--- src/rtl/cpu_pkg.sv ---
// Shared types and opcode constants for the instruction fetch front end.
package cpu_pkg;
  localparam logic [4:0] OP_HLT     = 5'b11111;
  localparam logic [4:0] ILLEGAL_LO = 5'd26;
  localparam logic [4:0] ILLEGAL_HI = 5'd30;

  typedef enum logic [2:0] {ST_OP, ST_REG, ST_IMM1, ST_IMM2, ST_HALTED} fetch_state_t;

  typedef struct packed {
    logic [4:0]  opcode;
    logic [2:0]  dst;
    logic [2:0]  src1;
    logic [2:0]  src2;
    logic        hasimm1;
    logic        hasimm2;
    logic [7:0]  imm1;
    logic [7:0]  imm2;
    logic [15:0] pc;
    logic [15:0] next_pc;
  } decoded_instr_t;

  function automatic logic is_illegal(input logic [4:0] opcode);
    return (opcode >= ILLEGAL_LO) && (opcode <= ILLEGAL_HI);
  endfunction
endpackage

--- src/rtl/fetch_fifo.sv ---
// Decoded-instruction queue: power-of-two ring buffer with flush and
// simultaneous push/pop support.
module fetch_fifo
  import cpu_pkg::*;
#(
  parameter int DEPTH = 2
) (
  input  logic                         clk,
  input  logic                         sync_rst_n,
  input  logic                         i_en,
  input  logic                         i_flush,
  input  logic                         i_push,
  input  decoded_instr_t               i_push_data,
  input  logic                         i_pop,
  output decoded_instr_t               o_head,
  output logic                         o_valid,
  output logic [$clog2(DEPTH+1)-1:0]   o_count
);
  localparam int AW = $clog2(DEPTH);
  localparam int CW = $clog2(DEPTH + 1);

  decoded_instr_t r_mem [DEPTH];
  logic [AW-1:0]  r_wr_ptr;
  logic [AW-1:0]  r_rd_ptr;
  logic [CW-1:0]  r_count;
  logic           w_push;
  logic           w_pop;

  assign w_pop  = i_pop && (r_count != '0);
  assign w_push = i_push && ((r_count != CW'(DEPTH)) || w_pop);

  // NOTE: non-blocking assignments on all sequential state so every flop
  // samples pre-edge values regardless of block evaluation order.
  always_ff @(posedge clk) begin
    if (!sync_rst_n) begin
      r_wr_ptr <= '0;
      r_rd_ptr <= '0;
      r_count  <= '0;
    end else if (i_en) begin
      if (i_flush) begin
        r_wr_ptr <= '0;
        r_rd_ptr <= '0;
        r_count  <= '0;
      end else begin
        if (w_push) r_wr_ptr <= r_wr_ptr + AW'(1);
        if (w_pop)  r_rd_ptr <= r_rd_ptr + AW'(1);
        case ({w_push, w_pop})
          2'b10:   r_count <= r_count + CW'(1);
          2'b01:   r_count <= r_count - CW'(1);
          default: r_count <= r_count;
        endcase
      end
    end
  end

  // NOTE: the storage array is deliberately not reset; the pointers and
  // count define which entries are meaningful, and the top masks the head.
  always_ff @(posedge clk) begin
    if (i_en && !i_flush && w_push) r_mem[r_wr_ptr] <= i_push_data;
  end

  assign o_head  = r_mem[r_rd_ptr];
  assign o_valid = (r_count != '0);
  assign o_count = r_count;
endmodule

--- src/rtl/instr_fetch.sv ---
// Byte-serial instruction fetch and decode: walks a combinational ROM one
// byte per cycle, assembles variable-length instructions and queues them.
module instr_fetch
  import cpu_pkg::*;
#(
  parameter int          DEPTH    = 2,
  parameter logic [15:0] RESET_PC = 16'h0000
) (
  input  logic        clk,
  input  logic        sync_rst_n,
  input  logic        clk_en,
  output logic [15:0] rom_addr,
  input  logic [7:0]  rom_data,
  input  logic        redirect,
  input  logic [15:0] redirect_pc,
  output logic        out_valid,
  input  logic        out_ready,
  output logic [4:0]  out_opcode,
  output logic [2:0]  out_dst,
  output logic [2:0]  out_src1,
  output logic [2:0]  out_src2,
  output logic        out_hasimm1,
  output logic        out_hasimm2,
  output logic [7:0]  out_imm1,
  output logic [7:0]  out_imm2,
  output logic [15:0] out_pc,
  output logic [15:0] out_next_pc,
  output logic        out_illegal
);
  localparam int CW = $clog2(DEPTH + 1);

  fetch_state_t   r_state;
  fetch_state_t   w_next_state;
  logic [15:0]    r_fetch_pc;
  logic [15:0]    r_start_pc;
  logic [4:0]     r_opcode;
  logic [2:0]     r_dst;
  logic [2:0]     r_src1;
  logic [2:0]     r_src2;
  logic           r_hasimm1;
  logic           r_hasimm2;
  logic [7:0]     r_imm1;

  logic           w_room;
  logic           w_consume;
  logic           w_push;
  logic           w_pop;
  logic           w_fifo_valid;
  logic [CW-1:0]  w_fifo_count;
  decoded_instr_t w_record;
  decoded_instr_t w_head;
  decoded_instr_t w_out;
  fetch_state_t   w_done_state;

  assign w_room       = (w_fifo_count < CW'(DEPTH));
  assign w_done_state = (r_opcode == OP_HLT) ? ST_HALTED : ST_OP;
  assign w_pop        = w_fifo_valid && out_ready;

  always_ff @(posedge clk) begin
    if (!sync_rst_n)  r_state <= ST_OP;
    else if (clk_en)  r_state <= redirect ? ST_OP : w_next_state;
  end

  // NOTE: every always_comb output gets a default first so no path leaves
  // it unassigned, which would infer a latch.
  always_comb begin
    w_next_state = r_state;
    unique case (r_state)
      ST_OP:     if (w_room) w_next_state = ST_REG;
      ST_REG: begin
        if (rom_data[7])      w_next_state = ST_IMM1;
        else if (rom_data[6]) w_next_state = ST_IMM2;
        else                  w_next_state = w_done_state;
      end
      ST_IMM1:   w_next_state = r_hasimm2 ? ST_IMM2 : w_done_state;
      ST_IMM2:   w_next_state = w_done_state;
      default:   w_next_state = r_state;
    endcase
  end

  // The record is pushed in the same cycle its last byte is on rom_data.
  always_comb begin
    w_consume        = 1'b0;
    w_push           = 1'b0;
    w_record         = '0;
    w_record.opcode  = r_opcode;
    w_record.dst     = r_dst;
    w_record.src1    = r_src1;
    w_record.src2    = r_src2;
    w_record.hasimm1 = r_hasimm1;
    w_record.hasimm2 = r_hasimm2;
    w_record.imm1    = r_imm1;
    w_record.pc      = r_start_pc;
    w_record.next_pc = r_fetch_pc + 16'd1;
    unique case (r_state)
      ST_OP:   w_consume = w_room;
      ST_REG: begin
        w_consume        = 1'b1;
        w_push           = !rom_data[7] && !rom_data[6];
        w_record.hasimm1 = rom_data[7];
        w_record.hasimm2 = rom_data[6];
        w_record.src1    = rom_data[5:3];
        w_record.src2    = rom_data[2:0];
        w_record.imm1    = 8'h00;
      end
      ST_IMM1: begin
        w_consume     = 1'b1;
        w_push        = !r_hasimm2;
        w_record.imm1 = rom_data;
      end
      ST_IMM2: begin
        w_consume     = 1'b1;
        w_push        = 1'b1;
        w_record.imm2 = rom_data;
      end
      default: w_consume = 1'b0;
    endcase
  end

  always_ff @(posedge clk) begin
    if (!sync_rst_n) begin
      r_fetch_pc <= RESET_PC;
      r_start_pc <= '0;
      r_opcode   <= '0;
      r_dst      <= '0;
      r_src1     <= '0;
      r_src2     <= '0;
      r_hasimm1  <= 1'b0;
      r_hasimm2  <= 1'b0;
      r_imm1     <= '0;
    end else if (clk_en) begin
      if (redirect) begin
        r_fetch_pc <= redirect_pc;
      end else begin
        if (w_consume) r_fetch_pc <= r_fetch_pc + 16'd1;
        case (r_state)
          ST_OP: begin
            if (w_room) begin
              r_opcode   <= rom_data[4:0];
              r_dst      <= rom_data[7:5];
              r_start_pc <= r_fetch_pc;
            end
          end
          ST_REG: begin
            r_hasimm1 <= rom_data[7];
            r_hasimm2 <= rom_data[6];
            r_src1    <= rom_data[5:3];
            r_src2    <= rom_data[2:0];
            r_imm1    <= 8'h00;
          end
          ST_IMM1: r_imm1 <= rom_data;
          default: r_imm1 <= r_imm1;
        endcase
      end
    end
  end

  fetch_fifo #(.DEPTH(DEPTH)) u_fifo (
    .clk         (clk),
    .sync_rst_n  (sync_rst_n),
    .i_en        (clk_en),
    .i_flush     (redirect),
    .i_push      (w_push),
    .i_push_data (w_record),
    .i_pop       (w_pop),
    .o_head      (w_head),
    .o_valid     (w_fifo_valid),
    .o_count     (w_fifo_count)
  );

  // An empty queue presents all-zero fields, including straight after reset.
  assign w_out       = w_fifo_valid ? w_head : '0;
  assign rom_addr    = r_fetch_pc;
  assign out_valid   = w_fifo_valid;
  assign out_opcode  = w_out.opcode;
  assign out_dst     = w_out.dst;
  assign out_src1    = w_out.src1;
  assign out_src2    = w_out.src2;
  assign out_hasimm1 = w_out.hasimm1;
  assign out_hasimm2 = w_out.hasimm2;
  assign out_imm1    = w_out.imm1;
  assign out_imm2    = w_out.imm2;
  assign out_pc      = w_out.pc;
  assign out_next_pc = w_out.next_pc;
  assign out_illegal = is_illegal(w_out.opcode);
endmodule

--- config.mk ---
export PLATFORM = sky130hd
export DESIGN_NAME = instr_fetch
export DESIGN_NICKNAME = d
export VERILOG_FILES = /design/src/rtl/cpu_pkg.sv /design/src/rtl/fetch_fifo.sv /design/src/rtl/instr_fetch.sv
export SDC_FILE = /design/constraint.sdc
export NUM_CORES = 1
export LEC_CHECK = 0
export ABC_AREA = 1
export CORE_ASPECT_RATIO = 0.6
export CORE_MARGIN = 1
export CORE_UTILIZATION = 50
export CTS_CLUSTER_DIAMETER = 80
export CTS_CLUSTER_SIZE = 40
export DETAILED_ROUTE_END_ITERATION = 8
export GPL_ROUTABILITY_DRIVEN = 0
export PLACE_DENSITY = 0.84
export SKIP_LAST_GASP = 1
export SYNTH_ARGS = -nofsm -noshare
export SYNTH_HDL_FRONTEND = slang
export SYNTH_HIERARCHICAL = 1
export SYNTH_SLANG_ARGS = --single-unit
export TNS_END_PERCENT = 50
--- constraint.sdc ---
create_clock -name clk -period 9.7 [get_ports clk]
set_input_delay 1.94 -clock clk [delete_from_list [all_inputs] [get_ports clk]]
set_output_delay 1.94 -clock clk [all_outputs]
set_load 0.03 [all_outputs]
======== Word-level counts from Yosys, hierarchy flattened ========
Memory sizes are Yosys's and may differ from the RTL's. A register that Yosys moved wholly into a read port is not among the register bits.
Cells that the tools add are included.
word-level totals
  memories kept ........................... 1
  memory bits (writable) .................. 128
  flip-flop bits (word level) ............. 63
  word-level logic and storage cells ...... 84
cells by class
  order comparisons ....................... 3
  equal/unequal tests ..................... 8
  multiplexer cells ....................... 25
  $add $sub $neg .......................... 5
  bitwise logic cells ..................... 1
  reduce and logical (&&, ||, !) cells .... 28
memory list
  memory        depth  bits a word  rd ports  clocked after Yosys merged registers in  write ports  line              source
  u_fifo.r_mem  2      64           1         1                                        1            fetch_fifo.sv:22  decoded_instr_t r_mem [DEPTH];
operators by type and width
  operator                                                          count
  64-bit 2-to-1 mux                                                 1
  16-bit 2-to-1 mux                                                 2
  3-bit 2-to-1 mux                                                  6
  16-bit by 1-bit adder with 16-bit output (second input constant)  1
  8-bit 2-to-1 mux                                                  2
  8-bit case mux with 2 select lines                                1
  3-bit case mux with 4 select lines                                1
  2-bit AND reduction                                               5
  1-bit 2-to-1 mux                                                  8
  2-bit nonzero test                                                4
  1-bit logical AND                                                 7
  3-bit by 2-bit == test with 1-bit output (second input constant)  2
  3-bit AND reduction                                               2
  5-bit == test (second input constant)                             1
  5-bit >= comparator (second input constant)                       1
  5-bit <= comparator (second input constant)                       1
  5-bit nonzero test                                                1
  1-bit logical NOT                                                 4
  2-bit case mux with 2 select lines                                1
  4-bit AND reduction                                               1
  3-bit by 1-bit == test with 1-bit output (second input constant)  1
  3-bit logical NOT                                                 1
  3-bit != test (second input constant)                             1
  1-bit case mux with 3 select lines                                1
  other kinds (13)                                                  14

======== Longest topological paths before layout ========
  depth in word-level cells ............... 8
  mapped depth ............................ 13
  gate-level depth less buffers ........... 13

======== Modules after synthesis ========
The synthesis kept the hierarchy.
modules (own cells, without submodules)
  module       cells each  sequential area each (µm²)  times used  area each (µm²)
  fetch_fifo   249         3943.8                      1           4968.5
  instr_fetch  575         1181.1                      1           3590.9

======== Worst setup path before layout ========
Ideal clock, no wire load.
  path kind ............................... input to register
  from .................................... input rom_data[6]
  to ...................................... memory u_fifo/r_mem[1][0] (netlist name), enable pin
  cell stages on the path ................. 5
  arrival time ............................ 8.480 ns
  setup time .............................. 0.651 ns
  path slack .............................. 0.569 ns
  path through ............................ nor2_1 -> o21ai_0 -> o21ai_1 -> o21ai_2 -> nor4_1
between the ends
  cells in the longest elaborated chain, start to end .. 7
ends and longest elaborated chain
  what                                    line               source
  from (decl)                             instr_fetch.sv:13  input logic [7:0] rom_data,
  1-bit logical NOT                       instr_fetch.sv:99  w_push = !rom_data[7] && !rom_data[6];
  1-bit logical AND                       instr_fetch.sv:99
  1-bit case mux with 3 select lines      instr_fetch.sv:95  unique case (r_state)
  via w_push                              instr_fetch.sv:46  logic w_push;
  1-bit logical AND                       fetch_fifo.sv:30   assign w_push = i_push && ((r_count != CW'(DEPTH)) || w_pop);
  1-bit logical AND                       fetch_fifo.sv:59   if (i_en && !i_flush && w_push) r_mem[r_wr_ptr] <= i_push_data;
  1-bit 2-to-1 mux                        fetch_fifo.sv:59
  1-bit 2-to-1 mux (not written as such)  fetch_fifo.sv:59
  to (decl)                               fetch_fifo.sv:22
The timed path passes the listed nets, and every way through them passes these cells.

==> flow_metrics.env <==
export IMPL_fmax_ghz=0.203
export IMPL_initial_core_util_pct=51.9
export IMPL_outcome="complete, no violations"
export IMPL_cts_max_level=4
export IMPL_place_inst=1135
export IMPL_cts_resized=0
export IMPL_layout_drive_gt1_share_pct=14.0
export IMPL_yosys_top_cells_area="edfxtp_1 45%, dfxtp_1 15%, nand2_1 6.7%"
export IMPL_syn_avg_cell_area_sq_um=10.4
export IMPL_cts_path_max_buffers=2
export IMPL_min_period_ns=4.93
export IMPL_timing_final_ws_setup_ns=4.77
export IMPL_drt_iter0_markers=715
export IMPL_critPathArrivalTime_ns=2.99
export IMPL_hpwl_um=12400
export IMPL_crit_required_ns=7.76
export IMPL_finalSetupViolCount=0
export IMPL_finish_instance_area_sq_um=10400
export IMPL_routed_wl_um=19100
export IMPL_tns_ns=0
export IMPL_area_growth_pct=21.0
export IMPL_synth_top_cell_area_share_pct=44.9
export IMPL_crit_fanout=64
export IMPL_path_clk_slew_ns=0.07
export IMPL_grt_max_degree=69
export IMPL_diodes=0
export IMPL_ys_flop_type="edfxtp_1"
export IMPL_synth_most_common_cell="nand2_1"
export IMPL_hold_viol=0
export IMPL_cp_start_kind="register"
export IMPL_rows=36
export IMPL_ys_top_cells_by_count="153 x nand2_1, 128 x edfxtp_1, 121 x inv_1"
export IMPL_drc_errors=0
export IMPL_final_max_slew_viol_count=0
export IMPL_synth_cells=824
export IMPL_hold_path_class="reg2reg"
export IMPL_yosysWarnings=6
export IMPL_wl_per_cell_um=16.3
export IMPL_nets=956
export IMPL_post_route_period_util_pct=50.8
export IMPL_worst_clock_skew_ns=0.0104
export IMPL_io_pins=111
export IMPL_tritoncts="done"
export IMPL_die_w_um=171
export IMPL_grt_pass1_vias=5593
export IMPL_die_area_sq_um=17700
export IMPL_tightest_slew_ns=0.911
export IMPL_slew_headroom_pct=39.3
export IMPL_overflow=0
export IMPL_cts_buffers_inserted=17
export IMPL_syn_num_nets=854
export IMPL_num_vias=6065
export IMPL_numClockSinks=192
export IMPL_first_pass_iters=5
export IMPL_critical_path_class="reg2out"
export IMPL_synth_edf_count=128
export IMPL_portBuffers=110
export IMPL_end_kind="output port"
export IMPL_coreArea_sq_um=16500
export IMPL_ys_types=41
export IMPL_die_height_um=103
export IMPL_post_cts_buffers=0
export IMPL_syn_area_sq_um=8560
export IMPL_insertion_delay_ns=0.44
export IMPL_ant_nets=0
export IMPL_grt_pass1_wl_um=29900
export IMPL_yosysTopAreaCell="edfxtp_1"
export IMPL_placed_area_sq_um=9770
export IMPL_rsz0062_at_grt="no"
export IMPL_fillers=1335
export IMPL_pre_cts_ws_ns=4.97
export IMPL_track_usage_pct=22.8
export IMPL_max_cap_viol_count=0
export IMPL_leakagePower_nw=4.19
export IMPL_clock_root_buffer="clkbuf_16"
export IMPL_power_density_nw_per_um2=170
export IMPL_synthArstFlopShare_pct=0
export IMPL_yosysSeqAreaShare_pct=59.9
export IMPL_cts_hold_buffers=0
export IMPL_synth_seq_cells=192
export IMPL_final_cell_count_no_fill=1167
export IMPL_ir_drop_v=0.000107
export IMPL_antenna_found_initial=0
export IMPL_viasPerCell=5.20
==> placed cells by master, fill, tap and decap left out, types with 21 or more instances in the layout <==
cell type,n
o21ai_0,39
nor2_1,57
nand3_1,21
inv_1,120
a21oi_1,51
clkdlybuf4s50_1,110
nand2_1,153
dfxtp_1,63
mux2_2,44
edfxtp_1,128
==> per-layer routing <==
layer / GRT usage (%) / part of all wire, % / vias up
met3: 5.40 / 10 / 21
li1: - / - / 2939
met1: 33.7 / 47 / 2831
met2: 33.1 / 42 / 274
met5: 0 / 0 / -
met4: 7.28 / 1.2 / 0
==> power by group <==
group / total (W) / internal, W / switching [W]
sequential: 0.000910 / 0.000890 / 0.0000193
clock: 0.000689 / 0.000348 / 0.000341
combinational: 0.000166 / 0.0000605 / 0.000105
==> sequential cells by signal, indices dropped and copies added, names as in the netlist, named ones only <==
name / flops
u_fifo/r_wr_ptr: 1
r_src1: 3
r_start_pc: 16
r_imm1: 8
r_state: 3
r_dst: 3
u_fifo/r_rd_ptr: 1
r_hasimm1: 1
rom_addr: 16
r_opcode: 5
r_src2: 3
u_fifo/o_count: 2
u_fifo/r_mem: 128
r_hasimm2: 1
==> worst paths after layout <==
| path | start | endpoint | slack [ns] | cells after the start |
|---|---|---|---|---|
| setup / recovery | register | out_illegal | 4.77 | 6 |
| hold / removal | r_start_pc[11] | u_fifo/r_mem[1][27] | 0.46 | 0 |
| setup reg to reg | u_fifo/o_count[1] | u_fifo/r_mem[0][58] | 6.63 | 9 |
| hold reg to reg | r_start_pc[11] | u_fifo/r_mem[1][27] | 0.46 | 0 |
==> kinds of logic (layout without fill, tap and decap cells) <==
kind of cell             count (synthesis)  after routing  synth area share, %
AO/OA/AOI/OAI                          128            128                 8.36
XOR/XNOR                                 5              5                0.599
adder cells (fa/ha/maj)                  1              1                0.146
buffers and inverters                  164            279                 8.54
flip-flops                             192            192                 59.9
multiplexers                            64             64                 8.42
AND/OR/NAND/NOR                        270            270                 14.1
==> worst max-delay path, cell delays in order, from the launching register on <==
cell and delay (ns):
dfxtp_2 0.32, buf_4 0.65, mux2_1 0.39, nand2_1 0.07, inv_1 0.08, a311oi_1 0.25, clkdlybuf4s50_1 0.73
==> metrics by stage <==
step	hold slack, ns	utilization [%]	total power [W]
global placement	0.432	59.2	0.00109
global route	0.475	62.8	0.00182
detailed placement	0.437	59.2	0.00109
floorplan	0.420	-	0.00102
finish	0.461	62.8	0.00176
CTS	0.455	62.8	0.00177
==> area by class of cell <==
type	count	area (sq um)	area share (%)
clock buffers	17	425	4.11
repair buffers	116	1150	11.1
inverters	131	499	4.82
clock inverters	15	169	1.63
multi-input cells	468	2710	26.2
flip-flops and latches	192	5130	49.5
well taps	228	285	2.75
No activity file was read; power rests on OpenSTA's default activity.
